**src/rtl/inv_conv_pkg.sv**
```systemverilog
// Shared widths and helpers for the Booth-4 operand negator.
package inv_conv_pkg;

   localparam int unsigned DATA_W = 16;
   localparam int unsigned INV_W  = 17;
   localparam int unsigned SPLIT  = 8;

   function automatic logic [INV_W-1:0] sext17(input logic [DATA_W-1:0] a);
      return {a[DATA_W-1], a};
   endfunction

endpackage

```
**src/rtl/inv_converter_16_sync_inc_n.sv**
```systemverilog
// Combinational N-bit incrementer (sum = a + cin) with a prefix-AND carry chain.
module inc_n #(
   parameter int unsigned N = 8
) (
   input  logic [N-1:0] i_a,
   input  logic         i_cin,
   output logic [N-1:0] o_sum,
   output logic         o_cout
);

   logic         w_c;
   logic [N-1:0] w_sum;

   always_comb begin
      w_c   = i_cin;
      w_sum = '0;
      for (int k = 0; k < int'(N); k++) begin
         w_sum[k] = i_a[k] ^ w_c;
         w_c      = w_c & i_a[k];
      end
   end

   assign o_sum  = w_sum;
   assign o_cout = w_c;

endmodule

```
**src/rtl/inv_converter_16_sync.sv**
```systemverilog
// Registered two's-complement negator: inv_o = -sext(data_i), 17-bit exact result.
// Define INV_CONV_PIPE2_EN to split the +1 carry chain over two stages (latency 2).
module inv_converter_16_sync
   import inv_conv_pkg::*;
(
   input  logic              sys_clk,
   input  logic              sys_rst_n,
   input  logic              valid_i,
   input  logic [DATA_W-1:0] data_i,
   output logic              valid_o,
   output logic [INV_W-1:0]  inv_o
);

   logic [INV_W-1:0] w_inv;
   logic             r_valid;
   logic [INV_W-1:0] r_inv;

   assign w_inv = ~sext17(data_i);

`ifdef INV_CONV_PIPE2_EN
   logic [SPLIT-1:0]       w_lo_sum;
   logic                   w_lo_cout;
   logic [INV_W-SPLIT-1:0] w_hi_sum;
   logic                   w_unused_cout;
   logic [SPLIT-1:0]       r_s1_lo;
   logic                   r_s1_c;
   logic [INV_W-SPLIT-1:0] r_s1_hi;
   logic                   r_s1_valid;

   inc_n #(
      .N (SPLIT)
   ) u_inc_lo (
      .i_a    (w_inv[SPLIT-1:0]),
      .i_cin  (1'b1),
      .o_sum  (w_lo_sum),
      .o_cout (w_lo_cout)
   );

   // Stage 1: low byte finished, its carry waits alongside the inverted high bits.
   always_ff @(posedge sys_clk) begin
      if (!sys_rst_n) begin
         r_s1_lo    <= '0;
         r_s1_c     <= 1'b0;
         r_s1_hi    <= '0;
         r_s1_valid <= 1'b0;
      end else begin
         r_s1_lo    <= w_lo_sum;
         r_s1_c     <= w_lo_cout;
         r_s1_hi    <= w_inv[INV_W-1:SPLIT];
         r_s1_valid <= valid_i;
      end
   end

   inc_n #(
      .N (INV_W - SPLIT)
   ) u_inc_hi (
      .i_a    (r_s1_hi),
      .i_cin  (r_s1_c),
      .o_sum  (w_hi_sum),
      .o_cout (w_unused_cout)
   );

   always_ff @(posedge sys_clk) begin
      if (!sys_rst_n) begin
         r_valid <= 1'b0;
         r_inv   <= '0;
      end else begin
         r_valid <= r_s1_valid;
         r_inv   <= {w_hi_sum, r_s1_lo};
      end
   end
`else
   logic [INV_W-1:0] w_sum;
   logic             w_unused_cout;

   inc_n #(
      .N (INV_W)
   ) u_inc (
      .i_a    (w_inv),
      .i_cin  (1'b1),
      .o_sum  (w_sum),
      .o_cout (w_unused_cout)
   );

   always_ff @(posedge sys_clk) begin
      if (!sys_rst_n) begin
         r_valid <= 1'b0;
         r_inv   <= '0;
      end else begin
         r_valid <= valid_i;
         r_inv   <= w_sum;
      end
   end
`endif

   assign valid_o = r_valid;
   assign inv_o   = r_inv;

endmodule

```
**config.mk**
```make
export PLATFORM = sky130hd
export DESIGN_NAME = inv_converter_16_sync
export DESIGN_NICKNAME = d
export VERILOG_FILES = /design/src/rtl/inv_conv_pkg.sv /design/src/rtl/inv_converter_16_sync_inc_n.sv /design/src/rtl/inv_converter_16_sync.sv
export SDC_FILE = /design/constraint.sdc
export NUM_CORES = 1
export LEC_CHECK = 0
export BUFFER_PORTS_ARGS = -buffer_cell sky130_fd_sc_hd__buf_2
export CAP_MARGIN = 20
export CORE_MARGIN = 2
export CORE_UTILIZATION = 43
export CTS_BUF_LIST = sky130_fd_sc_hd__clkbuf_16
export CTS_CLUSTER_SIZE = 28
export DETAILED_ROUTE_END_ITERATION = 12
export PLACE_DENSITY_LB_ADDON = 0.3
export SLEW_MARGIN = 20
export SYNTH_ARGS = -nofsm -noshare
export SYNTH_HDL_FRONTEND = slang
export SYNTH_SLANG_ARGS = --single-unit
```
**constraint.sdc**
```tcl
create_clock -name sys_clk -period 4.4 [get_ports sys_clk]
set_clock_uncertainty 0.2 [all_clocks]
set_input_delay 0.66 -clock sys_clk [delete_from_list [all_inputs] [get_ports sys_clk]]
set_output_delay 0.66 -clock sys_clk [all_outputs]
set_load 0.02 [all_outputs]
```
==> impl_metrics.py, run 1 <==
metrics = {
    "final_layout": {
        "fillCellCount": 153,
        "fin_util_pct": 64.4,
        "final_nets": 143,
        "drive_above_1_share_pct": 36.1,
        "syn_to_final_growth_pct": 36.4,
        "stdcell_area_um2": 1000,
        "final_cells": 124,
        "diodes": 0,
        "final_common_cell": "buf_2",
        "final_cell_mix": "buf_2 (36), dfxtp_1 (18), inv_1 (17), and2_1 (17), ha_1 (15)",
    },
    "critical_path": {
        "critPathArrivalTime_ns": 3.68,
        "cp.required_ns": 4.38,
        "cp-start-kind": "primary input",
        "cp_top_family": "adder cells",
        "worstPathMaxFanout": 2,
        "path_class": "primary input to flip-flop",
        "worst_path_most_repeated_cell": "ha_1",
        "crit_buf_inv": 3,
        "critPathMaxStageDelay_ns": 0.21,
        "endpoint_kind": "flip-flop",
        "slowest_stage": "ha_1",
        "path_cells": "buf_2, inv_1, ha_1, ha_1, ha_1, ha_1, ha_1, ha_1, ha_1, ha_1, ha_1, ha_1, ha_1, ha_1, ha_1, ha_1, inv_1, ha_1, nor2b_1",
    },
    "cts": {
        "cts_tree": "done",
        "htreeDepth": 1,
        "cts.sinks": 18,
        "clockBufferDepth": 2,
        "cts_resized": 0,
        "numCtsBuffers": 3,
        "ctsHoldBuffers": 0,
        "cts_root_buf": "clkbuf_16",
        "postCtsSetupBuffers": 0,
        "clk_pin_slew_ns": 0.05,
    },
    "floorplan": {
        "rows": 14,
        "num_io_pins": 37,
        "fp.dieH_um": 45.4,
        "core_area_um2": 1560,
        "initial_core_util_pct": 47.2,
        "die_x_um": 45.4,
        "fp.dieArea_um2": 2060,
    },
    "power_and_ir_drop": {
        "leakage_nw": 0.609,
        "finalPower_uw": 397,
        "vdd_drop_max_mv": 0.210,
        "p_per_area_nw_per_um2": 396,
    },
    "logic_synthesis": {
        "yosysWarnings": 0,
        "ys_seq_area_share_pct": 49.0,
        "ys_ff_latch": 18,
        "ys_types": 6,
        "syn_nets": 103,
        "syn_area_per_cell_um2": 10.7,
        "synthCells": 69,
        "syn-cell-area_um2": 736,
        "yosys-top-cells-area": "dfxtp_1 (49%), ha_1 (26%), and2_1 (14%)",
        "synth_top_cell_by_area": "dfxtp_1",
        "synth_top_area_share_pct": 49.0,
    },
    "placement": {
        "gp_congestion": 0.612,
        "hpwl_um": 880,
        "place_inst": 120,
        "port_buffers": 36,
        "placed_area_um2": 925,
    },
    "sta": {
        "fmax_mhz": 271,
        "drv_slew": 0,
        "fin_crit_sh_pct": 84.0,
        "finalSetupViolCount": 0,
        "rsz0062_at_grt": "false",
        "finalCriticalPeriod_ns": 3.70,
        "setup_tns_ns": 0,
        "final_hold_viol_count": 0,
        "relSlewSlack_pct": 85.6,
        "worstMarginPinSlew_ns": 0.216,
    },
    "min_path": {
        "hp-class": "primary input to flip-flop",
    },
    "detailed_routing": {
        "wire_per_inst_um": 8.99,
        "routed_via_density": 4.31,
        "drcViolationCount": 0,
        "first_pass_iters": 1,
        "drtIter0Drc": 0,
        "ant_nets": 0,
        "vias": 534,
        "finalWirelength_um": 1120,
    },
    "run_status": {
        "status": "finished, final reports clean",
    },
    "grt": {
        "grt_pass1_vias": 493,
        "grtUsageTotal_pct": 12.7,
        "antenna_found_initial": 0,
        "grt_max_degree": 19,
        "grt-ovfl-total": 0,
        "grt_pass1_wl_um": 1800,
    },
    "flow_run": {
        "cap_violations": 0,
    },
}
-- registers in the layout, summed over array words and instances (netlist names) --
name and count:
inv_o 17, valid_o 1
-- metal layers --
layer | routed length (um) | track usage (%)
met3 | 64 | 2.40
met1 | 450 | 11.9
met2 | 590 | 23.4
met5 | 0 | 0
met4 | 10 | 10.6
-- synthesized netlist by cell type, drive strengths merged --
| cell | count |
|---|---|
| buf | 1 |
| and2 | 17 |
| ha | 15 |
| dfxtp | 18 |
| nor2b | 1 |
| inv | 17 |
-- layout make-up --
class,instances,area (um^2),share of cell area [%]
Clock inverter,1,3.75,0.374
Tap cell,16,20.0,2.00
Inverter,17,63.8,6.36
Sequential cell,18,360,35.9
Timing Repair Buffer,36,180,18.0
Multi-Input combinational cell,33,300,29.9
Clock buffer,3,75.1,7.48
-- power breakdown --
part / switching (mW) / internal, mW / total [mW]
sequential: 0.00207 / 0.173 / 0.175
combinational: 0.0251 / 0.0197 / 0.0448
clock: 0.0564 / 0.121 / 0.177
total: 0.0836 / 0.313 / 0.397
-- cell families after synthesis --
kind of cell | Yosys count | share of synthesized area (%)
and+or+nand+nor | 18 | 15.3
adders and majority gates | 15 | 25.5
DFF | 18 | 49.0
buffers and inverters | 18 | 10.2
-- final timing paths --
path | from | to | slack, ns | cells past startpoint
setup / recovery | data_i[0] | inv_o[15]$_SDFF_PN0_ | 0.70 | 19
hold / removal | valid_i | valid_o$_SDFF_PN0_ | 0.42 | 2
-- stage by stage --
stage,hold slack [ns],worst slack (ns)
after floorplan,0.582,0.707
after global placement,0.674,0.486
after detailed placement,0.676,0.420
after CTS,0.423,0.650
after global routing,0.442,0.486
final,0.421,0.705
(Power assumes the default switching activity.)
==> run 2: changes to the inputs <==
==> constraint.sdc (replaced) <==
create_clock -name sys_clk -period 3.78 [get_ports sys_clk]
set_clock_uncertainty 0.2 [all_clocks]
set_input_delay 0.567 -clock sys_clk [delete_from_list [all_inputs] [get_ports sys_clk]]
set_output_delay 0.567 -clock sys_clk [all_outputs]
set_load 0.02 [all_outputs]
==> run 2 against run 1 <==
  * Cell area is the same
  * Via count decreased by 1.1%
  * Setup slack worse by 0.53 ns
  * Clock power up 18%
  * Flip-flop and latch count is the same
  * Critical path depth unchanged
  * Sequential share of layout area stayed put
  * Power grew 17%
  * Routed wire length increased by 0.99%
  * Critical path type unchanged
  * Cell count is the same
==> impl_metrics.py, run 2 (same netlist as run 1, synthesis figures left out) <==
metrics = {
    "grt": {
        "grtUsageTotal_pct": 12.6,
        "grt_max_degree": 19,
        "grt-ovfl-total": 0,
        "antenna_found_initial": 0,
        "grt_pass1_vias": 459,
        "grt_pass1_wl_um": 1770,
    },
    "final_layout": {
        "fillCellCount": 146,
        "drive_above_1_share_pct": 36.1,
        "largest_reg_flops": 17,
        "final_nets": 143,
        "syn_to_final_growth_pct": 36.4,
        "diodes": 0,
        "final_common_cell": "buf_2",
        "stdcell_area_um2": 1000,
        "final_cell_mix": "buf_2 (36), dfxtp_1 (18), inv_1 (17), and2_1 (17), ha_1 (15)",
    },
    "flow_run": {
        "cap_violations": 0,
    },
    "run_status": {
        "status": "finished, final reports clean",
    },
    "critical_path": {
        "path_class": "primary input to flip-flop",
        "cp.required_ns": 3.76,
        "endpoint_kind": "flip-flop",
        "critPathArrivalTime_ns": 3.58,
        "worstPathMaxFanout": 2,
        "cp-start-kind": "primary input",
    },
    "power_and_ir_drop": {
        "leakage_nw": 0.609,
        "vdd_drop_max_mv": 0.280,
        "finalPower_uw": 464,
        "p_per_area_nw_per_um2": 462,
    },
    "sta": {
        "fmax_mhz": 278,
        "relSlewSlack_pct": 85.3,
        "worstMarginPinSlew_ns": 0.221,
        "hold_slack_ns": 0.327,
        "finalSetupViolCount": 0,
        "fin_crit_sh_pct": 95.3,
        "final_hold_viol_count": 0,
        "rsz0062_at_grt": "false",
        "drv_slew": 0,
        "finalCriticalPeriod_ns": 3.60,
        "fin_ws_ns": 0.176,
    },
    "detailed_routing": {
        "drtIter0Drc": 2,
        "vias": 528,
        "routed_via_density": 4.26,
        "wire_per_inst_um": 9.08,
        "finalWirelength_um": 1130,
        "ant_nets": 0,
        "drcViolationCount": 0,
        "first_pass_iters": 2,
    },
    "cts": {
        "htreeDepth": 1,
        "postCtsSetupBuffers": 0,
        "cts_resized": 0,
        "ctsHoldBuffers": 0,
        "cts.sinks": 18,
        "numCtsBuffers": 3,
        "clockBufferDepth": 2,
        "cts_root_buf": "clkbuf_16",
        "cts_tree": "done",
        "clk_pin_slew_ns": 0.05,
    },
    "floorplan": {
        "fp.dieArea_um2": 2060,
        "initial_core_util_pct": 47.2,
        "num_io_pins": 37,
        "rows": 14,
        "core_area_um2": 1560,
        "die_x_um": 45.4,
        "fp.dieH_um": 45.4,
    },
    "placement": {
        "gp_congestion": 0.635,
        "pre_cts_slack_ns": -0.0842,
        "placed_area_um2": 925,
        "port_buffers": 36,
    },
    "min_path": {
        "hp-class": "primary input to flip-flop",
    },
}
## run 2: cell type report
class | instances | area, um^2 | area share (%)
clock buffers | 3 | 75.1 | 7.48
flip-flops and latches | 18 | 360 | 35.9
inverters | 17 | 63.8 | 6.36
repair buffers | 36 | 180 | 18.0
multi-input cells | 33 | 300 | 29.9
well taps | 16 | 20.0 | 2.00
clock inverters | 1 | 3.75 | 0.374
## run 2: metrics by stage
step	setup TNS, ns	util (%)	std cells
finish	0	64.4	124
global route	0	64.4	124
CTS	0	64.4	124
detailed placement	-0.0926	59.3	120
global placement	-0.0364	59.3	120
floorplan	0	-	69
## run 2: where the power goes
group / internal (mW) / switching (mW) / total, mW
combinational: 0.0229 / 0.0296 / 0.0525
sequential: 0.201 / 0.00209 / 0.203
clock: 0.140 / 0.0676 / 0.208
total: 0.365 / 0.0992 / 0.464
## run 2: path summary, 6_finish.rpt
check / from / to / cells after the start
max: data_i[0] / inv_o[15]$_SDFF_PN0_ / 19
min: valid_i / valid_o$_SDFF_PN0_ / 2
## run 2: worst max-delay path: stages
cell     delay (ns)
buf_2          0.08
inv_1          0.04
ha_1           0.18
ha_1           0.18
ha_1           0.18
ha_1           0.18
ha_1           0.18
ha_1           0.17
ha_1           0.18
ha_1           0.17
ha_1           0.19
ha_1           0.18
ha_1           0.18
ha_1           0.19
ha_1           0.19
ha_1           0.18
inv_1          0.05
ha_1           0.21
nor2b_1        0.11
## run 2: per-layer routing
layer	global-route usage [%]	up-vias	wire length, um
li1	-	282	-
met3	3.60	2	74
met4	10.6	0	8
met1	14.2	223	509
met5	0	-	0
met2	19.4	21	534
==> run 3: changes to the inputs <==
--- a/config.mk
+++ b/config.mk
@@ -5,10 +5,11 @@
 export SDC_FILE = /design/constraint.sdc
 export NUM_CORES = 1
 export LEC_CHECK = 0
+export ABC_AREA = 1
 export BUFFER_PORTS_ARGS = -buffer_cell sky130_fd_sc_hd__buf_2
 export CAP_MARGIN = 20
 export CORE_MARGIN = 2
-export CORE_UTILIZATION = 43
+export CORE_UTILIZATION = 44
 export CTS_BUF_LIST = sky130_fd_sc_hd__clkbuf_16
 export CTS_CLUSTER_SIZE = 28
 export DETAILED_ROUTE_END_ITERATION = 12
==> run 3 against run 2 <==
  * Routed wire length decreased by 2.9%
  * Non-clock buffer count is the same
  * Core utilization is 3.4 points lower
  * Global-route usage is 1.3 points lower
  * First-iteration DRC count increased to 3.0 times the previous value
  * Critical path depth did not move
  * Critical path type unchanged
==> impl_metrics.py, run 3 <==
metrics = {
    "run_status": {
        "status": "finished, final reports clean",
    },
    "detailed_routing": {
        "first_pass_iters": 4,
        "met3_length_um": 83,
        "wirelength_met1_um": 494,
        "met2_length_um": 504,
        "wire_per_inst_um": 7.64,
        "top_layer_used": "met4",
        "drcViolationCount": 0,
        "vias": 570,
        "routed_via_density": 3.99,
        "drtIter0Drc": 6,
        "finalWirelength_um": 1090,
        "ant_nets": 0,
    },
    "cts": {
        "clockBufferDepth": 2,
        "htreeDepth": 1,
        "postCtsSetupBuffers": 0,
        "cts_resized": 0,
        "cts_root_buf": "clkbuf_16",
        "cts_tree": "done",
        "numCtsBuffers": 3,
        "cts.sinks": 18,
        "ctsHoldBuffers": 0,
        "clk_pin_slew_ns": 0.05,
    },
    "sta": {
        "fmax_mhz": 280,
        "finalSetupViolCount": 0,
        "setup_tns_ns": 0,
        "fin_ws_ns": 0.210,
        "final_hold_viol_count": 0,
        "fin_crit_sh_pct": 94.4,
        "drv_slew": 0,
        "rsz0062_at_grt": "false",
        "worstMarginPinSlew_ns": 0.314,
        "finalCriticalPeriod_ns": 3.57,
        "relSlewSlack_pct": 79.1,
    },
    "min_path": {
        "hp-class": "primary input to flip-flop",
        "min_from": "valid_i",
    },
    "logic_synthesis": {
        "synth_top_area_share_pct": 46.2,
        "synthFlopType": "dfxtp_1",
        "yosysWarnings": 0,
        "syn_area_per_cell_um2": 8.87,
        "synth_top_cell_by_area": "dfxtp_1",
        "synthCells": 88,
        "ys_seq_area_share_pct": 46.2,
        "yosys-top-cells-area": "dfxtp_1 (46%), ha_1 (24%), inv_1 (17%)",
        "ys_ff_latch": 18,
        "synth.most_common_cell": "inv_1",
        "async_reset_ff_share_pct": 0,
        "synth_common_cells": "inv_1 (35), dfxtp_1 (18), nand2_1 (16)",
        "syn-cell-area_um2": 781,
        "synth_edf_count": 0,
        "syn_nets": 122,
        "ys_types": 8,
    },
    "critical_path": {
        "cp-start-kind": "primary input",
        "worstPathMaxFanout": 2,
        "path_class": "primary input to flip-flop",
        "critPathArrivalTime_ns": 3.55,
        "crit_start": "data_i[0]",
        "cp.required_ns": 3.76,
        "endpoint_kind": "flip-flop",
    },
    "placement": {
        "hpwl_um": 882,
        "placed_area_um2": 951,
        "pre_cts_slack_ns": -0.0765,
        "port_buffers": 36,
        "gp_congestion": 0.608,
    },
    "floorplan": {
        "initial_core_util_pct": 46.2,
        "fp.dieH_um": 46.1,
        "fp.dieArea_um2": 2130,
        "num_io_pins": 37,
        "die_x_um": 46.1,
        "rows": 15,
        "core_area_um2": 1690,
    },
    "final_layout": {
        "final_cell_mix": "buf_2 (36), inv_1 (35), dfxtp_1 (18), nand2_1 (16), ha_1 (15)",
        "drive_above_1_share_pct": 31.7,
        "fillCellCount": 167,
        "final_common_cell": "buf_2",
        "final_nets": 161,
        "largest_reg_flops": 17,
        "diodes": 0,
        "syn_to_final_growth_pct": 31.9,
        "stdcell_area_um2": 1030,
    },
    "grt": {
        "grt-ovfl-total": 0,
        "grt_pass1_vias": 457,
        "grtUsageTotal_pct": 11.3,
        "grt_pass1_wl_um": 1670,
        "grt_max_degree": 19,
        "antenna_found_initial": 0,
    },
    "flow_run": {
        "cap_violations": 0,
    },
    "power_and_ir_drop": {
        "finalPower_uw": 465,
        "p_per_area_nw_per_um2": 451,
        "vdd_drop_max_mv": 0.238,
        "leakage_nw": 0.739,
    },
}
run 3: layer usage:
layer / GRT usage, % / vias to the layer above
met5: 0 / -
met1: 13.2 / 224
met2: 17.8 / 25
met3: 3.53 / 2
met4: 6.86 / 0
li1: - / 319
run 3: stage by stage:
step | hold WS (ns) | instances | util, %
after floorplan | 0.460 | 88 | -
after global placement | 0.553 | 139 | 56.3
after detailed placement | 0.553 | 139 | 56.3
after CTS | 0.305 | 143 | 61.0
after global routing | 0.325 | 143 | 61.0
final | 0.312 | 143 | 61.0
run 3: path summary, 6_finish.rpt:
kind	slack (ns)	endpoint	depth (start not counted)
worst max-delay path	0.21	inv_o[15]$_SDFF_PN0_	19
worst min-delay path	0.31	valid_o$_SDFF_PN0_	3
run 3: critical path, stage by stage:
cell    delay [ns]
buf_2         0.08
inv_1         0.04
ha_1          0.19
ha_1          0.18
ha_1          0.18
ha_1          0.18
ha_1          0.18
ha_1          0.18
ha_1          0.18
ha_1          0.18
ha_1          0.18
ha_1          0.18
ha_1          0.18
ha_1          0.18
ha_1          0.18
ha_1          0.18
inv_1         0.05
ha_1          0.22
nor2_1        0.09
run 3: cell type report:
cell class                 count  area [um^2]  share of cell area (%)
clock buffer                   3         75.1                    7.29
clock inverter                 1         3.75                   0.365
inverter                      35          131                    12.8
multi-input combinational     33          258                    25.0
sequential                    18          360                    35.0
tap                           17         21.3                    2.07
timing repair buffer          36          180                    17.5
run 3: cell families after synthesis:
group / count (synthesis) / synth area share (%)
buffers and inverters: 37 / 20.8
AND/OR/NAND/NOR: 18 / 8.97
flip-flops: 18 / 46.2
adder cells (fa/ha/maj): 15 / 24.0
run 3: report_power, final:
group | switching, mW | total [mW] | internal [mW]
sequential | 0.00224 | 0.204 | 0.201
clock | 0.0656 | 0.206 | 0.140
combinational | 0.0331 | 0.0552 | 0.0221
